`src/rtl/l2_req_arbiter_if.sv`:
```
// Bus bundle between the three L2 requesters, the arbiter and the L2 controller.
interface l2_req_arbiter_if #(
    parameter int unsigned ADDR_W = 32,
    parameter int unsigned DATA_W = 32
);
    // I-cache miss port
    logic              i_req;
    logic [ADDR_W-1:0] i_addr;
    logic              i_ack;
    logic [DATA_W-1:0] i_rdata;
    // D-cache miss port
    logic              d_req;
    logic              d_we;
    logic [ADDR_W-1:0] d_addr;
    logic [DATA_W-1:0] d_wdata;
    logic              d_ack;
    logic [DATA_W-1:0] d_rdata;
    // Maintenance port
    logic              c_req;
    logic [6:0]        c_op;
    logic [ADDR_W-1:0] c_addr;
    logic              c_ack;
    // L2 controller side
    logic              l2_i_op;
    logic [1:0]        l2_d_op;
    logic [6:0]        l2_op;
    logic [ADDR_W-1:0] l2_addr;
    logic [DATA_W-1:0] l2_wdata;
    logic              l2_init;
    logic              l2_ready_i;
    logic              l2_ready_d;
    logic              l2_ready_op;
    logic [DATA_W-1:0] l2_rdata;
    // Status
    logic              busy;
    logic              err;

    // Arbiter view
    modport slave (
        input  i_req, i_addr, d_req, d_we, d_addr, d_wdata, c_req, c_op, c_addr,
               l2_init, l2_ready_i, l2_ready_d, l2_ready_op, l2_rdata,
        output i_ack, i_rdata, d_ack, d_rdata, c_ack,
               l2_i_op, l2_d_op, l2_op, l2_addr, l2_wdata, busy, err
    );

    // Requester / L2 environment view
    modport master (
        output i_req, i_addr, d_req, d_we, d_addr, d_wdata, c_req, c_op, c_addr,
               l2_init, l2_ready_i, l2_ready_d, l2_ready_op, l2_rdata,
        input  i_ack, i_rdata, d_ack, d_rdata, c_ack,
               l2_i_op, l2_d_op, l2_op, l2_addr, l2_wdata, busy, err
    );
endinterface

```
`src/rtl/l2_req_arbiter.sv`:
```
// Front-end arbiter for the shared L2: grants one of I/D/maintenance, holds the L2
// request lines until the matching ready (or watchdog expiry), then acks for one cycle.
module l2_req_arbiter #(
    parameter int unsigned ADDR_W  = 32,
    parameter int unsigned DATA_W  = 32,
    parameter int unsigned TIMEOUT = 255
) (
    input logic             clk,
    input logic             rst_n,
    l2_req_arbiter_if.slave bus
);
    localparam logic [1:0] StIdle = 2'd0;
    localparam logic [1:0] StWait = 2'd1;
    localparam logic [1:0] StResp = 2'd2;

    localparam logic [1:0] GntI = 2'd0;
    localparam logic [1:0] GntD = 2'd1;
    localparam logic [1:0] GntC = 2'd2;

    // Count value in the last WAIT cycle before the watchdog fires
    localparam logic [7:0] WdLast = 8'(TIMEOUT - 1);

    logic [1:0]        state_q, state_d;
    logic [1:0]        gnt_q, gnt_d;
    logic              pri_d_q, pri_d_d;
    logic [7:0]        wd_q, wd_d;
    logic              l2_i_op_q, l2_i_op_d;
    logic [1:0]        l2_d_op_q, l2_d_op_d;
    logic [6:0]        l2_op_q, l2_op_d;
    logic [ADDR_W-1:0] l2_addr_q, l2_addr_d;
    logic [DATA_W-1:0] l2_wdata_q, l2_wdata_d;
    logic              i_ack_q, i_ack_d, d_ack_q, d_ack_d, c_ack_q, c_ack_d;
    logic [DATA_W-1:0] i_rdata_q, i_rdata_d, d_rdata_q, d_rdata_d;
    logic              busy_q, busy_d;
    logic              err_q, err_d;
    logic              ready_match;

    // Only the ready strobe belonging to the current grant completes it
    always_comb begin
        ready_match = ((gnt_q == GntI) && bus.l2_ready_i) ||
                      ((gnt_q == GntD) && bus.l2_ready_d) ||
                      ((gnt_q == GntC) && bus.l2_ready_op);
    end

    // Arbitration, L2 sequencing and watchdog next-state
    always_comb begin
        state_d    = state_q;
        gnt_d      = gnt_q;
        pri_d_d    = pri_d_q;
        wd_d       = wd_q;
        l2_i_op_d  = l2_i_op_q;
        l2_d_op_d  = l2_d_op_q;
        l2_op_d    = l2_op_q;
        l2_addr_d  = l2_addr_q;
        l2_wdata_d = l2_wdata_q;
        i_ack_d    = 1'b0;
        d_ack_d    = 1'b0;
        c_ack_d    = 1'b0;
        i_rdata_d  = i_rdata_q;
        d_rdata_d  = d_rdata_q;
        err_d      = err_q;

        unique case (state_q)
            StIdle: begin
                if (bus.l2_init) begin
                    if (bus.c_req) begin
                        gnt_d = GntC;
                        if (bus.c_op[2:1] == 2'b00) begin
                            // Unsupported op: ack without touching the L2
                            c_ack_d = 1'b1;
                            state_d = StResp;
                        end else begin
                            l2_op_d    = bus.c_op;
                            l2_addr_d  = bus.c_addr;
                            l2_wdata_d = '0;
                            wd_d       = '0;
                            state_d    = StWait;
                        end
                    end else if (bus.d_req && (pri_d_q || !bus.i_req)) begin
                        gnt_d      = GntD;
                        pri_d_d    = 1'b0;
                        l2_d_op_d  = {bus.d_we, ~bus.d_we};
                        l2_addr_d  = bus.d_addr;
                        l2_wdata_d = bus.d_wdata;
                        wd_d       = '0;
                        state_d    = StWait;
                    end else if (bus.i_req) begin
                        gnt_d      = GntI;
                        pri_d_d    = 1'b1;
                        l2_i_op_d  = 1'b1;
                        l2_addr_d  = bus.i_addr;
                        l2_wdata_d = '0;
                        wd_d       = '0;
                        state_d    = StWait;
                    end
                end
            end
            StWait: begin
                if (ready_match || (wd_q == WdLast)) begin
                    // A ready arriving in the final watchdog cycle still wins
                    l2_i_op_d = 1'b0;
                    l2_d_op_d = 2'b00;
                    l2_op_d   = '0;
                    i_ack_d   = (gnt_q == GntI);
                    d_ack_d   = (gnt_q == GntD);
                    c_ack_d   = (gnt_q == GntC);
                    if (!ready_match) err_d = 1'b1;
                    if (gnt_q == GntI) i_rdata_d = ready_match ? bus.l2_rdata : '0;
                    if (gnt_q == GntD) d_rdata_d = ready_match ? bus.l2_rdata : '0;
                    state_d = StResp;
                end else begin
                    wd_d = wd_q + 8'd1;
                end
            end
            StResp: begin
                state_d = StIdle;
            end
            default: begin
                state_d = StIdle;
            end
        endcase

        busy_d = (state_d != StIdle);
    end

    // State and registered outputs
    always_ff @(posedge clk or negedge rst_n) begin
        if (!rst_n) begin
            state_q    <= StIdle;
            gnt_q      <= GntI;
            pri_d_q    <= 1'b1;
            wd_q       <= '0;
            l2_i_op_q  <= 1'b0;
            l2_d_op_q  <= 2'b00;
            l2_op_q    <= '0;
            l2_addr_q  <= '0;
            l2_wdata_q <= '0;
            i_ack_q    <= 1'b0;
            d_ack_q    <= 1'b0;
            c_ack_q    <= 1'b0;
            i_rdata_q  <= '0;
            d_rdata_q  <= '0;
            busy_q     <= 1'b0;
            err_q      <= 1'b0;
        end else begin
            state_q    <= state_d;
            gnt_q      <= gnt_d;
            pri_d_q    <= pri_d_d;
            wd_q       <= wd_d;
            l2_i_op_q  <= l2_i_op_d;
            l2_d_op_q  <= l2_d_op_d;
            l2_op_q    <= l2_op_d;
            l2_addr_q  <= l2_addr_d;
            l2_wdata_q <= l2_wdata_d;
            i_ack_q    <= i_ack_d;
            d_ack_q    <= d_ack_d;
            c_ack_q    <= c_ack_d;
            i_rdata_q  <= i_rdata_d;
            d_rdata_q  <= d_rdata_d;
            busy_q     <= busy_d;
            err_q      <= err_d;
        end
    end

    assign bus.l2_i_op  = l2_i_op_q;
    assign bus.l2_d_op  = l2_d_op_q;
    assign bus.l2_op    = l2_op_q;
    assign bus.l2_addr  = l2_addr_q;
    assign bus.l2_wdata = l2_wdata_q;
    assign bus.i_ack    = i_ack_q;
    assign bus.d_ack    = d_ack_q;
    assign bus.c_ack    = c_ack_q;
    assign bus.i_rdata  = i_rdata_q;
    assign bus.d_rdata  = d_rdata_q;
    assign bus.busy     = busy_q;
    assign bus.err      = err_q;
endmodule
```
`src/flat_wrapper.sv`:
```
// flat-port wrapper written by rule: the top's interface ports become plain ports
module l2_req_arbiter_flat 
#(
    parameter int unsigned ADDR_W  = 32,
    parameter int unsigned DATA_W  = 32,
    parameter int unsigned TIMEOUT = 255
)
  (clk, rst_n, bus_i_req, bus_i_addr, bus_d_req, bus_d_we, bus_d_addr, bus_d_wdata, bus_c_req, bus_c_op, bus_c_addr, bus_l2_init, bus_l2_ready_i, bus_l2_ready_d, bus_l2_ready_op, bus_l2_rdata, bus_i_ack, bus_i_rdata, bus_d_ack, bus_d_rdata, bus_c_ack, bus_l2_i_op, bus_l2_d_op, bus_l2_op, bus_l2_addr, bus_l2_wdata, bus_busy, bus_err);
  l2_req_arbiter_if #(.ADDR_W(ADDR_W), .DATA_W(DATA_W)) bus_i ();
  input logic clk;
  input logic rst_n;
  input wire logic [$bits(bus_i.i_req)-1:0] bus_i_req;
  input wire logic [$bits(bus_i.i_addr)-1:0] bus_i_addr;
  input wire logic [$bits(bus_i.d_req)-1:0] bus_d_req;
  input wire logic [$bits(bus_i.d_we)-1:0] bus_d_we;
  input wire logic [$bits(bus_i.d_addr)-1:0] bus_d_addr;
  input wire logic [$bits(bus_i.d_wdata)-1:0] bus_d_wdata;
  input wire logic [$bits(bus_i.c_req)-1:0] bus_c_req;
  input wire logic [$bits(bus_i.c_op)-1:0] bus_c_op;
  input wire logic [$bits(bus_i.c_addr)-1:0] bus_c_addr;
  input wire logic [$bits(bus_i.l2_init)-1:0] bus_l2_init;
  input wire logic [$bits(bus_i.l2_ready_i)-1:0] bus_l2_ready_i;
  input wire logic [$bits(bus_i.l2_ready_d)-1:0] bus_l2_ready_d;
  input wire logic [$bits(bus_i.l2_ready_op)-1:0] bus_l2_ready_op;
  input wire logic [$bits(bus_i.l2_rdata)-1:0] bus_l2_rdata;
  output wire logic [$bits(bus_i.i_ack)-1:0] bus_i_ack;
  output wire logic [$bits(bus_i.i_rdata)-1:0] bus_i_rdata;
  output wire logic [$bits(bus_i.d_ack)-1:0] bus_d_ack;
  output wire logic [$bits(bus_i.d_rdata)-1:0] bus_d_rdata;
  output wire logic [$bits(bus_i.c_ack)-1:0] bus_c_ack;
  output wire logic [$bits(bus_i.l2_i_op)-1:0] bus_l2_i_op;
  output wire logic [$bits(bus_i.l2_d_op)-1:0] bus_l2_d_op;
  output wire logic [$bits(bus_i.l2_op)-1:0] bus_l2_op;
  output wire logic [$bits(bus_i.l2_addr)-1:0] bus_l2_addr;
  output wire logic [$bits(bus_i.l2_wdata)-1:0] bus_l2_wdata;
  output wire logic [$bits(bus_i.busy)-1:0] bus_busy;
  output wire logic [$bits(bus_i.err)-1:0] bus_err;
  assign bus_i.i_req = bus_i_req;
  assign bus_i.i_addr = bus_i_addr;
  assign bus_i.d_req = bus_d_req;
  assign bus_i.d_we = bus_d_we;
  assign bus_i.d_addr = bus_d_addr;
  assign bus_i.d_wdata = bus_d_wdata;
  assign bus_i.c_req = bus_c_req;
  assign bus_i.c_op = bus_c_op;
  assign bus_i.c_addr = bus_c_addr;
  assign bus_i.l2_init = bus_l2_init;
  assign bus_i.l2_ready_i = bus_l2_ready_i;
  assign bus_i.l2_ready_d = bus_l2_ready_d;
  assign bus_i.l2_ready_op = bus_l2_ready_op;
  assign bus_i.l2_rdata = bus_l2_rdata;
  assign bus_i_ack = bus_i.i_ack;
  assign bus_i_rdata = bus_i.i_rdata;
  assign bus_d_ack = bus_i.d_ack;
  assign bus_d_rdata = bus_i.d_rdata;
  assign bus_c_ack = bus_i.c_ack;
  assign bus_l2_i_op = bus_i.l2_i_op;
  assign bus_l2_d_op = bus_i.l2_d_op;
  assign bus_l2_op = bus_i.l2_op;
  assign bus_l2_addr = bus_i.l2_addr;
  assign bus_l2_wdata = bus_i.l2_wdata;
  assign bus_busy = bus_i.busy;
  assign bus_err = bus_i.err;
  l2_req_arbiter #(.ADDR_W(ADDR_W), .DATA_W(DATA_W), .TIMEOUT(TIMEOUT)) u_core (.clk(clk), .rst_n(rst_n), .bus(bus_i));
endmodule
```
`config.mk`:
```
export PLATFORM = sky130hd
export DESIGN_NAME = l2_req_arbiter_flat
export DESIGN_NICKNAME = d
export VERILOG_FILES = /design/src/rtl/l2_req_arbiter_if.sv /design/src/rtl/l2_req_arbiter.sv /design/src/flat_wrapper.sv
export SDC_FILE = /design/constraint.sdc
export NUM_CORES = 1
export LEC_CHECK = 0
export CORE_UTILIZATION = 44
export CTS_CLUSTER_SIZE = 20
export DETAILED_ROUTE_END_ITERATION = 7
export PLACE_DENSITY = 0.87
export SETUP_SLACK_MARGIN = 0.1
export SYNTH_ARGS = -nofsm -noshare
export SYNTH_HDL_FRONTEND = slang
export SYNTH_SLANG_ARGS = --single-unit
```
`constraint.sdc`:
```
create_clock -name clk -period 4.1 [get_ports clk]
set_input_delay 1.025 -clock clk [delete_from_list [all_inputs] [get_ports clk]]
set_output_delay 1.025 -clock clk [all_outputs]
set_load 0.01 [all_outputs]
```
# After elaboration in Yosys (flattened, before gate mapping)
# Cells that the tools add are included.
# W data, S select, Z words.
[word_totals]
ff_bits = 156
input_bits = 177
out_inout_bits = 143
elab_cells = 114
[op_classes]
n_addsub = 1
n_eq_ne = 16
muxes = 52
bitwise_logic = 3
n_reduce_logical = 26
[ops]
columns = ["cell", "n"]
rows = [
  ["$mux W32", 9],
  ["$mux W8", 6],
  ["$mux W7", 4],
  ["$mux W2", 13],
  ["$ne A2 B2 Y1 const B", 8],
  ["$pmux W8 S2", 1],
  ["$reduce_and A5 Y1", 3],
  ["$mux W1", 14],
  ["$pmux W7 S2", 1],
  ["$reduce_and A3 Y1", 4],
  ["$add A8 B1 Y8 const B", 1],
  ["$eq A8 B8 Y1 const B", 1],
  ["$pmux W2 S2", 2],
  ["$reduce_and A4 Y1", 2],
  ["$logic_not A2 Y1", 3],
  ["$reduce_and A6 Y1", 1],
  ["$reduce_bool A2 Y1", 3],
  ["$eq A2 B1 Y1 const B", 2],
  ["$logic_and A1 B1 Y1", 4],
  ["$logic_or A1 B1 Y1", 4],
  ["$ne A2 B1 Y1 const B", 2],
  ["$ne A4 B3 Y1 const B", 1],
  ["$pmux W1 S2", 2],
  ["$ne A3 B3 Y1 const B", 1],
  ["other kinds (4)", 6],
]

# Logic depth before layout (Yosys ltp)
# Gate-level depths: netlist of the first run.
[depth]
word_depth = 8
ltp_mapped = 9
mapped_depth_nobuf = 7

# Least setup slack after synthesis of the first run
# Ideal clock, no wire load.
[synth_path]
kind = "input to register"
startpoint = "input bus_c_req"
endpoint = "register u_core.l2_addr_q[24], in the netlist u_core.bus.l2_addr[24]"
setup_time_ns = 0.125
t_arrival_ns = 2.435
setup_slack_ns = 1.540
path_stages = 6
path_cell_list = "clkbuf_1 > nor3_1 > a211o_1 > clkbuf_1 > buf_2 > mux2_2"
[synth_via]
elab_chain_len = 2
word_cells_on_any_way = 4
classes_between = "eq/ne (1); mux (1); reduce/logical (2)"
[synth_rtl]
columns = ["item", "line_no", "text"]
rows = [
  ["from (decl)", "flat_wrapper.sv:18", "input wire logic [$bits(bus_i.c_req)-1:0] bus_c_req;"],
  ["$ne A2 B2 Y1 (no line) / $reduce_bool A3 Y1 (equally long branches)", "n/a", ""],
  ["$reduce_and A4 Y1 (no line)", "n/a", ""],
  ["to (signal assigned)", "l2_req_arbiter.sv:153", "l2_addr_q <= l2_addr_d;"],
  ["to (decl)", "l2_req_arbiter.sv:30", "logic [ADDR_W-1:0] l2_addr_q, l2_addr_d;"],
]
# Several ways; a longest one is shown, not always the timed one.
# A chain may end at the register's enable or synchronous reset.

# Worst setup path after layout of the first run
[layout_path]
startpoint = "input bus_l2_init"
endpoint = "register u_core.wd_q[7]"
[layout_via]
elab_chain_len = 2
[layout_rtl]
columns = ["item", "line_no", "text"]
rows = [
  ["from (decl)", "flat_wrapper.sv:21", "input wire logic [$bits(bus_i.l2_init)-1:0] bus_l2_init;"],
  ["$ne A2 B2 Y1 (no line)", "n/a", ""],
  ["$reduce_and A5 Y1 (no line)", "n/a", ""],
  ["to (signal assigned)", "l2_req_arbiter.sv:149", "wd_q <= wd_d;"],
  ["to (decl)", "l2_req_arbiter.sv:26", "logic [7:0] wd_q, wd_d;"],
]
# No other way between the ends.

==> impl_metrics.json, run 1 <==
{
  "tightestPinTransition_ns": 1.297,
  "internal-power_w": 0.004832,
  "cts.clk_slew.worst_paths_ns": 0.06,
  "fmax_mhz": 329.6,
  "outcome": "completed",
  "required_ns": 4.43,
  "avgRoutedWirePerCell_um": 18.67,
  "place_inst": 996,
  "grt_overflow": 0,
  "clk_latency_ns": 0.42,
  "yosys.cell_types.count": 38,
  "netlist_instances": 525,
  "die-area_um2": 15210,
  "finalHoldViolCount": 0,
  "ant_nets": 0,
  "p_clk_frac": 0.213,
  "cts_sinks": 156,
  "critPathLaunchType": "input port",
  "cap_viol_max_count": 0,
  "cts_tree": "done",
  "gp_congestion": 0.8179,
  "ys_seq_area_frac": 0.6030,
  "setup_violations": 0,
  "pre_cts_ws_ns": 0.6366,
  "synthArstFlopShare": 1.000,
  "synthesis.nets": 704,
  "cellLeakagePower_nw": 4.606,
  "drtIter0Drc": 307,
  "final_core_util": 0.7369,
  "synth-edff-count": 0,
  "synth_top_cell_by_area": "dfrtp_1",
  "yosysWarnings": 0,
  "cp_max_fo": 23,
  "slew_violations": 0,
  "htreeDepth": 4,
  "arrival_ns": 3.37,
  "io_pins": 320,
  "synth-main-ff-cell": "dfrtp_1",
  "grtUsageTotal": 0.2550,
  "die_h_um": 123.3,
  "rows": 43,
  "firstDrtPassIters": 5,
  "drc": 0,
  "clockBufferDepth": 2,
  "grt_pass1_wl_um": 29070,
  "ys_ff_latch": 156,
  "num_vias": 5617,
  "max_stage_delay_ns": 0.51,
  "max-slew-margin-rel": 0.1325,
  "vias_per_cell": 5.464,
  "post_cts_buffers": 0,
  "fin_setup_tns_ns": 0,
  "min_period_over_period": 0.7399,
  "grt_max_degree": 86,
  "core_um2": 14100,
  "ys_top_cells_by_area": "dfrtp_1 (60%), a22o_1 (13%), mux2_2 (5.6%), mux2i_1 (5.4%), o21ai_0 (3.7%)",
  "clockRootBuffer": "clkbuf_16",
  "p_seq_frac": 0.368,
  "nFillCells": 944,
  "numCtsBuffers": 17,
  "hpwl_um": 14170,
  "p_sw_w": 0.002269,
  "synth.avg_cell_area_um2": 12.34,
  "path_class": "input port to flop",
  "cts_resized": 0,
  "syn_to_final_growth_pct": 60.39,
  "holdBufCountCts": 0,
  "cp-end-kind": "flop",
  "min_path_type": "flop to flop",
  "ir_worst_vdd_mv": 0.3347,
  "slowest_stage": "a211o_2",
  "syn_area_um2": 6476,
  "port_buffers": 319,
  "seqCellArea_um2": 3905,
  "netlist.area_leader.share": 0.5989,
  "drive_gt1_frac": 0.09788,
  "powerDensity_nw_per_um2": 683.5,
  "wl_um": 19190,
  "crit_chain": "clkdlybuf4s50_1 > or3b_1 > a211o_2 > o31a_1 > or4_1 > o21ai_1",
  "fin_crit_ns": 3.034,
  "antenna_cells": 0,
  "chipWidth_um": 123.3,
  "pwr-share-comb": 0.419,
  "hold-worst-slack_ns": 0.5031,
  "fin_cells": 1028,
  "multi_input_area_um2": 2406,
  "fin_skew_ns": 0.01106,
  "fin_nets": 1014,
  "rsz0062_at_grt": "false",
  "antenna_found_initial": 0,
  "start_util": 0.4594,
  "grt_pass1_vias": 5616,
  "sw_frac_of_total": 0.3195,
  "setup_ws_ns": 1.066
}
cells by family after synthesis:
kind of cell	count (synthesis)	share of synthesized area
compound gates	162	0.1897
fa+ha+maj	2	0.003863
buf+inv	43	0.02936
flops	156	0.6030
mux	67	0.1097
simple gates	95	0.06434
per-stage QoR:
stage	cell area [um2]	total power, W
floorplan	6476	0.003841
global placement	9816	0.005479
detailed placement	9816	0.005610
CTS	10390	0.007159
global route	10390	0.007481
finish	10390	0.007100
sequential cells by signal, summed over array words and instances, names as in the netlist, 2 cells and up:
name and flops:
u_core.bus.d_rdata 32, u_core.bus.i_rdata 32, u_core.bus.l2_addr 32, u_core.bus.l2_d_op 2, u_core.bus.l2_op 7, u_core.bus.l2_wdata 32, u_core.gnt_q 2, u_core.state_q 2
u_core.wd_q 8
final cells by class:
class,count,share of cell area
repair buffers,328,0.3135
multi-input cells,326,0.2316
inverters,6,0.002168
clock inverters,14,0.01277
clock buffers,18,0.04228
flip-flops and latches,156,0.3759
well taps,180,0.02168
cell usage in the layout (no fill, tap or decap), types with 2 or more instances in the layout:
cell             instances
clkdlybuf4s50_1        317
dfrtp_1                155
a22o_1                  96
nand2_1                 60
o21ai_0                 48
mux2i_1                 35
mux2_2                  32
clkbuf_16               17
nor2_1                  13
buf_4                    9
nand3_1                  6
inv_1                    6
inv_6                    5
a31oi_1                  4
and3_1                   3
clkinv_2                 3
o21ai_1                  2
nand2b_1                 2
or4_1                    2
o31ai_1                  2
ha_1                     2
clkinvlp_4               2
clkinv_4                 2
synth_stat cells (all sizes together) (2+ instances only):
| cell | number |
|---|---|
| dfrtp | 155 |
| a22o | 96 |
| nand2 | 60 |
| o21ai | 51 |
| mux2i | 35 |
| mux2 | 32 |
| clkbuf | 29 |
| nor2 | 14 |
| buf | 8 |
| inv | 6 |
| nand3 | 6 |
| a31oi | 4 |
| and3 | 3 |
| ha | 2 |
| nand2b | 2 |
| nor3 | 2 |
| o31ai | 2 |
| or4 | 2 |
per-layer routing:
| metal | GRT usage | vias to the layer above | wire length, um |
|---|---|---|---|
| li1 | - | 2557 | - |
| met1 | 0.2860 | 2732 | 7099 |
| met2 | 0.4529 | 290 | 9958 |
| met3 | 0.07334 | 38 | 1738 |
| met4 | 0.1032 | 0 | 392 |
| met5 | 0 | - | 0 |
worst max-delay path, delay by kind of cell:
family | cells | cell delay (ns)
AO/OA/AOI/OAI | 3 | 0.96
AND/OR/NAND/NOR | 2 | 0.92
buffers and inverters | 1 | 0.46
power by group through the flow:
stage	logic (W)	registers, W	clock network (W)
floorplan	0.00101	0.00284	0
global placement	0.00289	0.00259	0
detailed placement	0.00299	0.00262	0
CTS	0.00301	0.00261	0.00154
global route	0.00319	0.00269	0.00160
finish	0.00298	0.00261	0.00151
path summary, 6_finish.rpt:
check	from	to	slack, ns	cells after the start
max reg2reg	u_core.wd_q[0]$_DFFE_PN0P_	u_core.bus.i_rdata[20]$_DFFE_PN0P_	1.47	7
min reg2reg	u_core.bus.i_rdata[24]$_DFFE_PN0P_	u_core.bus.i_rdata[24]$_DFFE_PN0P_	0.50	1
max	bus_l2_init	u_core.wd_q[7]$_DFFE_PN0P_	1.07	6
min	u_core.bus.i_rdata[24]$_DFFE_PN0P_	u_core.bus.i_rdata[24]$_DFFE_PN0P_	0.50	1
min in group asynchronous	rst_n	u_core.bus.d_rdata[27]$_DFFE_PN0P_	0.67	1
max in group asynchronous	rst_n	u_core.pri_d_q$_DFFE_PN1P_	2.53	2
Power figures use the tool's default switching activity.
==> inputs of run 2 (changes only) <==
CORE_UTILIZATION = 41   (was 44)
PLACE_DENSITY = 0.82   (was 0.87)
clock period = 2.8 ns   (was 4.1 ns; I/O delays follow)
==> run 2 against run 1 <==
Against the previous run:
- sequential share of layout area is 0.71 points lower
- via count is 0.12% higher
- register-to-register slack worse by 0.93 ns
- sequential power is 45% higher
- routed wire length is 2.2% lower
- largest cell class unchanged
- largest power group unchanged
- highest routed layer unchanged
==> impl_metrics.json, run 2 (synthesized netlist as in run 1, its figures left out) <==
{
  "path_class": "input port to flop",
  "fin_crit_ns": 2.350,
  "clk_latency_ns": 0.42,
  "powerDensity_nw_per_um2": 996.9,
  "cp_max_fo": 20,
  "drc": 0,
  "grtUsageTotal": 0.2376,
  "antenna_found_initial": 0,
  "post_cts_buffers": 0,
  "cap_viol_max_count": 0,
  "grt_pass1_wl_um": 30100,
  "grt_max_degree": 69,
  "hpwl_um": 13770,
  "cts_tree": "done",
  "htreeDepth": 4,
  "numCtsBuffers": 17,
  "holdBufCountCts": 0,
  "cts.clk_slew.worst_paths_ns": 0.07,
  "num_vias": 5624,
  "fin_skew_ns": 0.008376,
  "rrSetupSlack_ns": 0.54,
  "slew_violations": 0,
  "required_ns": 3.16,
  "antenna_cells": 0,
  "r2r_cells": 8,
  "cellLeakagePower_nw": 4.693,
  "mostFrequentLayoutCell": "clkdlybuf4s50_1",
  "ant_nets": 0,
  "gp_congestion": 0.8413,
  "min_path_type": "input port to asynchronous set/reset pin",
  "start_util": 0.4229,
  "cts_resized": 0,
  "min_period_over_period": 0.8393,
  "cts_sinks": 156,
  "setup_violations": 0,
  "outcome": "completed",
  "syn_to_final_growth_pct": 63.49,
  "final_cell_mix": "clkdlybuf4s50_1 (317), dfrtp_1 (155), a22o_1 (96), nand2_1 (60), o21ai_0 (48)",
  "fmax_mhz": 425.5,
  "cp-end-kind": "flop",
  "die_h_um": 127.7,
  "total_power_w": 0.01055,
  "io_pins": 320,
  "avgRoutedWirePerCell_um": 17.52,
  "clockRootBuffer": "clkbuf_16",
  "fin_setup_tns_ns": 0,
  "grt_pass1_vias": 5950,
  "port_buffers": 319,
  "core_um2": 15310,
  "clockBufferDepth": 2,
  "drive_gt1_frac": 0.1105,
  "critPathLaunchType": "input port",
  "die-area_um2": 16300,
  "chipWidth_um": 127.7,
  "nFillCells": 1065,
  "max-slew-margin-rel": 0.5917,
  "arrival_ns": 2.71,
  "fin_nets": 1026,
  "finalHoldViolCount": 0,
  "ir_worst_vdd_mv": 0.5531,
  "grt_overflow": 0,
  "drtIter0Drc": 354,
  "rsz0062_at_grt": "false",
  "wl_um": 18760,
  "firstDrtPassIters": 4,
  "tightestPinTransition_ns": 0.6124,
  "worstReg2RegStart": "u_core.wd_q[0]$_DFFE_PN0P_",
  "rows": 45,
  "reg2reg_to": "u_core.bus.i_rdata[24]$_DFFE_PN0P_",
  "vias_per_cell": 5.251
}
-- run 2: changes by cell type in the layout (fill, tap and decap cells not counted), moves of 2 or more --
cell / delta
clkinv_4: -2
buf_12: +4
buf_4: +8
inv_6: +2
clkinv_2: -3
inv_8: +3
-- run 2: how the worst max path moves through the flow --
stage                      from                            endpoint  slack (ns)  cells past startpoint
floorplan             bus_c_req  u_core.bus.l2_addr[24]$_DFFE_PN0P_        0.57                      6
global placement    bus_l2_init          u_core.wd_q[5]$_DFFE_PN0P_        0.11                      7
detailed placement  bus_l2_init          u_core.wd_q[5]$_DFFE_PN0P_        0.07                      7
CTS                 bus_l2_init          u_core.wd_q[5]$_DFFE_PN0P_        0.50                      7
global route        bus_l2_init          u_core.wd_q[5]$_DFFE_PN0P_        0.38                      7
finish              bus_l2_init          u_core.wd_q[5]$_DFFE_PN0P_        0.45                      7
-- run 2: power breakdown --
part           total [W]  leakage [nW]  switching, W  internal (W)
combinational    0.00447          2.41       0.00178       0.00268
clock            0.00230         0.287       0.00103       0.00128
sequential       0.00379          1.99      0.000581       0.00321
total             0.0106          4.69       0.00339       0.00717
-- run 2: layout make-up --
cell class                 instances  area [um2]  area share
sequential                       156        3905      0.3688
timing repair buffer             340        3397      0.3208
multi-input combinational        326        2406      0.2273
clock buffer                      17       425.4     0.04018
tap                              211       264.0     0.02493
clock inverter                    15       167.7     0.01584
inverter                           6       22.52    0.002127
-- run 2: through the flow --
step             util  worst slack [ns]  hold slack [ns]  instances  instance area [um2]
2_1_floorplan       -            0.5650           0.4044        525                 6476
3_3_place_gp   0.6526            0.1094           0.4567       1039                 9995
3_5_place_dp   0.6526           0.07176           0.4738       1039                 9995
4_1_cts        0.6913            0.5007           0.2763       1071                10590
5_1_grt        0.6913            0.3795           0.2942       1071                10590
6_report       0.6913            0.4500           0.2585       1071                10590
-- run 2: routing by layer --
metal / track usage / wire (um) / vias up
li1: - / - / 2587
met1: 0.2770 / 7392 / 2721
met2: 0.4111 / 9362 / 274
met3: 0.06845 / 1538 / 42
met4: 0.09896 / 466 / 0
met5: 0 / 0 / -
-- run 2: worst max-delay path, stage by stage --
cell,delay (ns)
clkdlybuf4s50_1,0.47
or3b_1,0.37
a211o_2,0.31
buf_4,0.22
a2111oi_0,0.47
a31oi_1,0.09
nand2_1,0.09
==> inputs of run 3 (changes only) <==
CORE_UTILIZATION = 37   (was 41)
PLACE_DENSITY = 0.79   (was 0.82)
clock period = 2.1 ns   (was 2.8 ns; I/O delays follow)
==> run 3 against run 2 <==
Against the previous run:
- final area is 2.6% higher
- die area is 11% higher
- sequential power rose by 33%
- sequential share of layout area is 0.91 points lower
- flip-flop and latch count unchanged
- total power up 34%
- clock-buffer cell count unchanged
- register-to-register slack lost 0.40 ns
- critical path depth stayed put
- worst setup slack worse by 0.32 ns
- highest routed layer unchanged
==> impl_metrics.json, run 3 (synthesized netlist as in run 1, its figures left out) <==
{
  "path_class": "input port to flop",
  "finalHoldViolCount": 0,
  "min_path_type": "flop to flop",
  "grtUsageTotal": 0.2158,
  "hpwl_um": 14360,
  "grt_pass1_wl_um": 30110,
  "min_period_over_period": 0.9368,
  "fin_crit_ns": 1.967,
  "place_inst": 1071,
  "crit_chain": "clkdlybuf4s50_1 > mux2i_2 > o2bb2ai_4 > nor2_2 > or4_1 > buf_12 > a22o_1",
  "mostFrequentLayoutCell": "clkdlybuf4s50_1",
  "gp_congestion": 0.8231,
  "cts_sinks": 156,
  "nFillCells": 1413,
  "vias_per_cell": 5.111,
  "cap_viol_max_count": 0,
  "critPathLaunchType": "input port",
  "rsz0062_at_grt": "false",
  "cp_max_fo": 33,
  "firstDrtPassIters": 6,
  "grt_overflow": 0,
  "ir_worst_vdd_mv": 0.6445,
  "syn_to_final_growth_pct": 67.70,
  "antenna_found_initial": 0,
  "outcome": "completed",
  "die-area_um2": 18040,
  "arrival_ns": 2.27,
  "rows": 48,
  "drc": 0,
  "core_um2": 17180,
  "fin_cells": 1105,
  "place_area_um2": 10220,
  "ant_nets": 0,
  "io_pins": 320,
  "num_vias": 5648,
  "fin_skew_ns": 0.01026,
  "cts.clk_slew.worst_paths_ns": 0.07,
  "cellLeakagePower_nw": 4.828,
  "total_power_w": 0.01419,
  "grt_pass1_vias": 5683,
  "grt_max_degree": 65,
  "chipWidth_um": 134.3,
  "clk_latency_ns": 0.42,
  "setup_violations": 0,
  "tightestPinTransition_ns": 0.4270,
  "wl_um": 19180,
  "numCtsBuffers": 17,
  "final_cell_mix": "clkdlybuf4s50_1 (315), dfrtp_1 (154), a22o_1 (96), nand2_1 (60), o21ai_0 (48)",
  "required_ns": 2.40,
  "antenna_cells": 0,
  "clockRootBuffer": "clkbuf_16",
  "max-slew-margin-rel": 0.7153,
  "fmax_mhz": 508.3,
  "die_h_um": 134.3,
  "port_buffers": 319,
  "fin_area_um2": 10860,
  "fin_nets": 1046,
  "slew_violations": 0,
  "slowest_stage": "clkdlybuf4s50_1",
  "clockBufferDepth": 2,
  "avgRoutedWirePerCell_um": 17.36,
  "cp-end-kind": "flop",
  "drive_gt1_frac": 0.1364,
  "htreeDepth": 4,
  "powerDensity_nw_per_um2": 1306,
  "drtIter0Drc": 199,
  "start_util": 0.3770,
  "cts_tree": "done",
  "max_stage_delay_ns": 0.49
}
[run 3: changes by cell type in the layout (fill, tap and decap cells not counted), moves of 2 or more]
| cell | previous run | this run |
|---|---|---|
| buf_12 | 4 | 10 |
| clkinv_8 | 1 | 4 |
| clkinv_4 | 0 | 2 |
| clkinvlp_4 | 2 | 0 |
| buf_4 | 17 | 30 |
| inv_8 | 4 | 2 |
| clkdlybuf4s50_1 | 317 | 315 |
| inv_6 | 7 | 5 |
[run 3: worst max-delay path: cells and delay by family]
| family | cells | cell delay [ns] |
|---|---|---|
| AO/OA/AOI/OAI | 2 | 0.42 |
| multiplexers | 1 | 0.09 |
| buffers and inverters | 2 | 0.69 |
| AND/OR/NAND/NOR | 2 | 0.52 |
[run 3: final cells by class]
type / count / area (um2) / share of cell area
timing repair buffer: 360 / 3626 / 0.3339
clock inverter: 15 / 170.2 / 0.01567
inverter: 6 / 22.52 / 0.002074
tap: 225 / 281.5 / 0.02592
clock buffer: 17 / 425.4 / 0.03917
sequential: 156 / 3906 / 0.3597
multi-input combinational: 326 / 2429 / 0.2236
[run 3: through the flow]
step                      TNS, ns  hold slack [ns]  setup slack [ns]  utilization
final                           0           0.4729            0.1328       0.6323
after global routing            0           0.5132            0.1015       0.6323
after CTS                       0           0.4768            0.1234       0.6310
after detailed placement   -33.49           0.4221           -0.3880       0.5953
after global placement     -30.04           0.4197           -0.3547       0.5953
after floorplan                 0           0.2294            0.1373            -
[run 3: path summary, 6_finish.rpt]
kind                                                  start                                   to  slack, ns  cells past startpoint
worst max-delay path                         bus_l2_ready_d   u_core.bus.i_rdata[25]$_DFFE_PN0P_       0.13                      7
worst min-delay path             u_core.bus.err$_DFFE_PN0P_           u_core.bus.err$_DFFE_PN0P_       0.47                      2
worst max register to register  u_core.gnt_q[0]$_DFFE_PN0P_   u_core.bus.i_rdata[25]$_DFFE_PN0P_       0.14                      6
worst min register to register   u_core.bus.err$_DFFE_PN0P_           u_core.bus.err$_DFFE_PN0P_       0.47                      2
max in group asynchronous                             rst_n  u_core.bus.l2_wdata[14]$_DFFE_PN0P_       0.94                      3
min in group asynchronous                             rst_n  u_core.bus.l2_wdata[30]$_DFFE_PN0P_       0.57                      2
[run 3: layer usage]
metal	routed length, um	global-route usage
met5	0	0
met4	337	0.07054
met3	1444	0.05858
met2	9610	0.3693
met1	7786	0.2633
[run 3: repair_timing]
| item | in CTS | in global routing |
|---|---|---|
| hold endpoints to repair | 21 | 0 |
| pin swaps | 2 | 2 |
| hold buffers | 1 | 0 |
| setup buffers | 0 | 1 |
| resized for setup | 4 | 4 |
| endpoints found under the setup margin | 33 | 52 |
[run 3: power breakdown]
group	switching [W]	internal (W)	total, W
Combinational	0.00241	0.00374	0.00615
Sequential	0.000750	0.00428	0.00503
Clock	0.00141	0.00160	0.00301
Total	0.00457	0.00962	0.0142
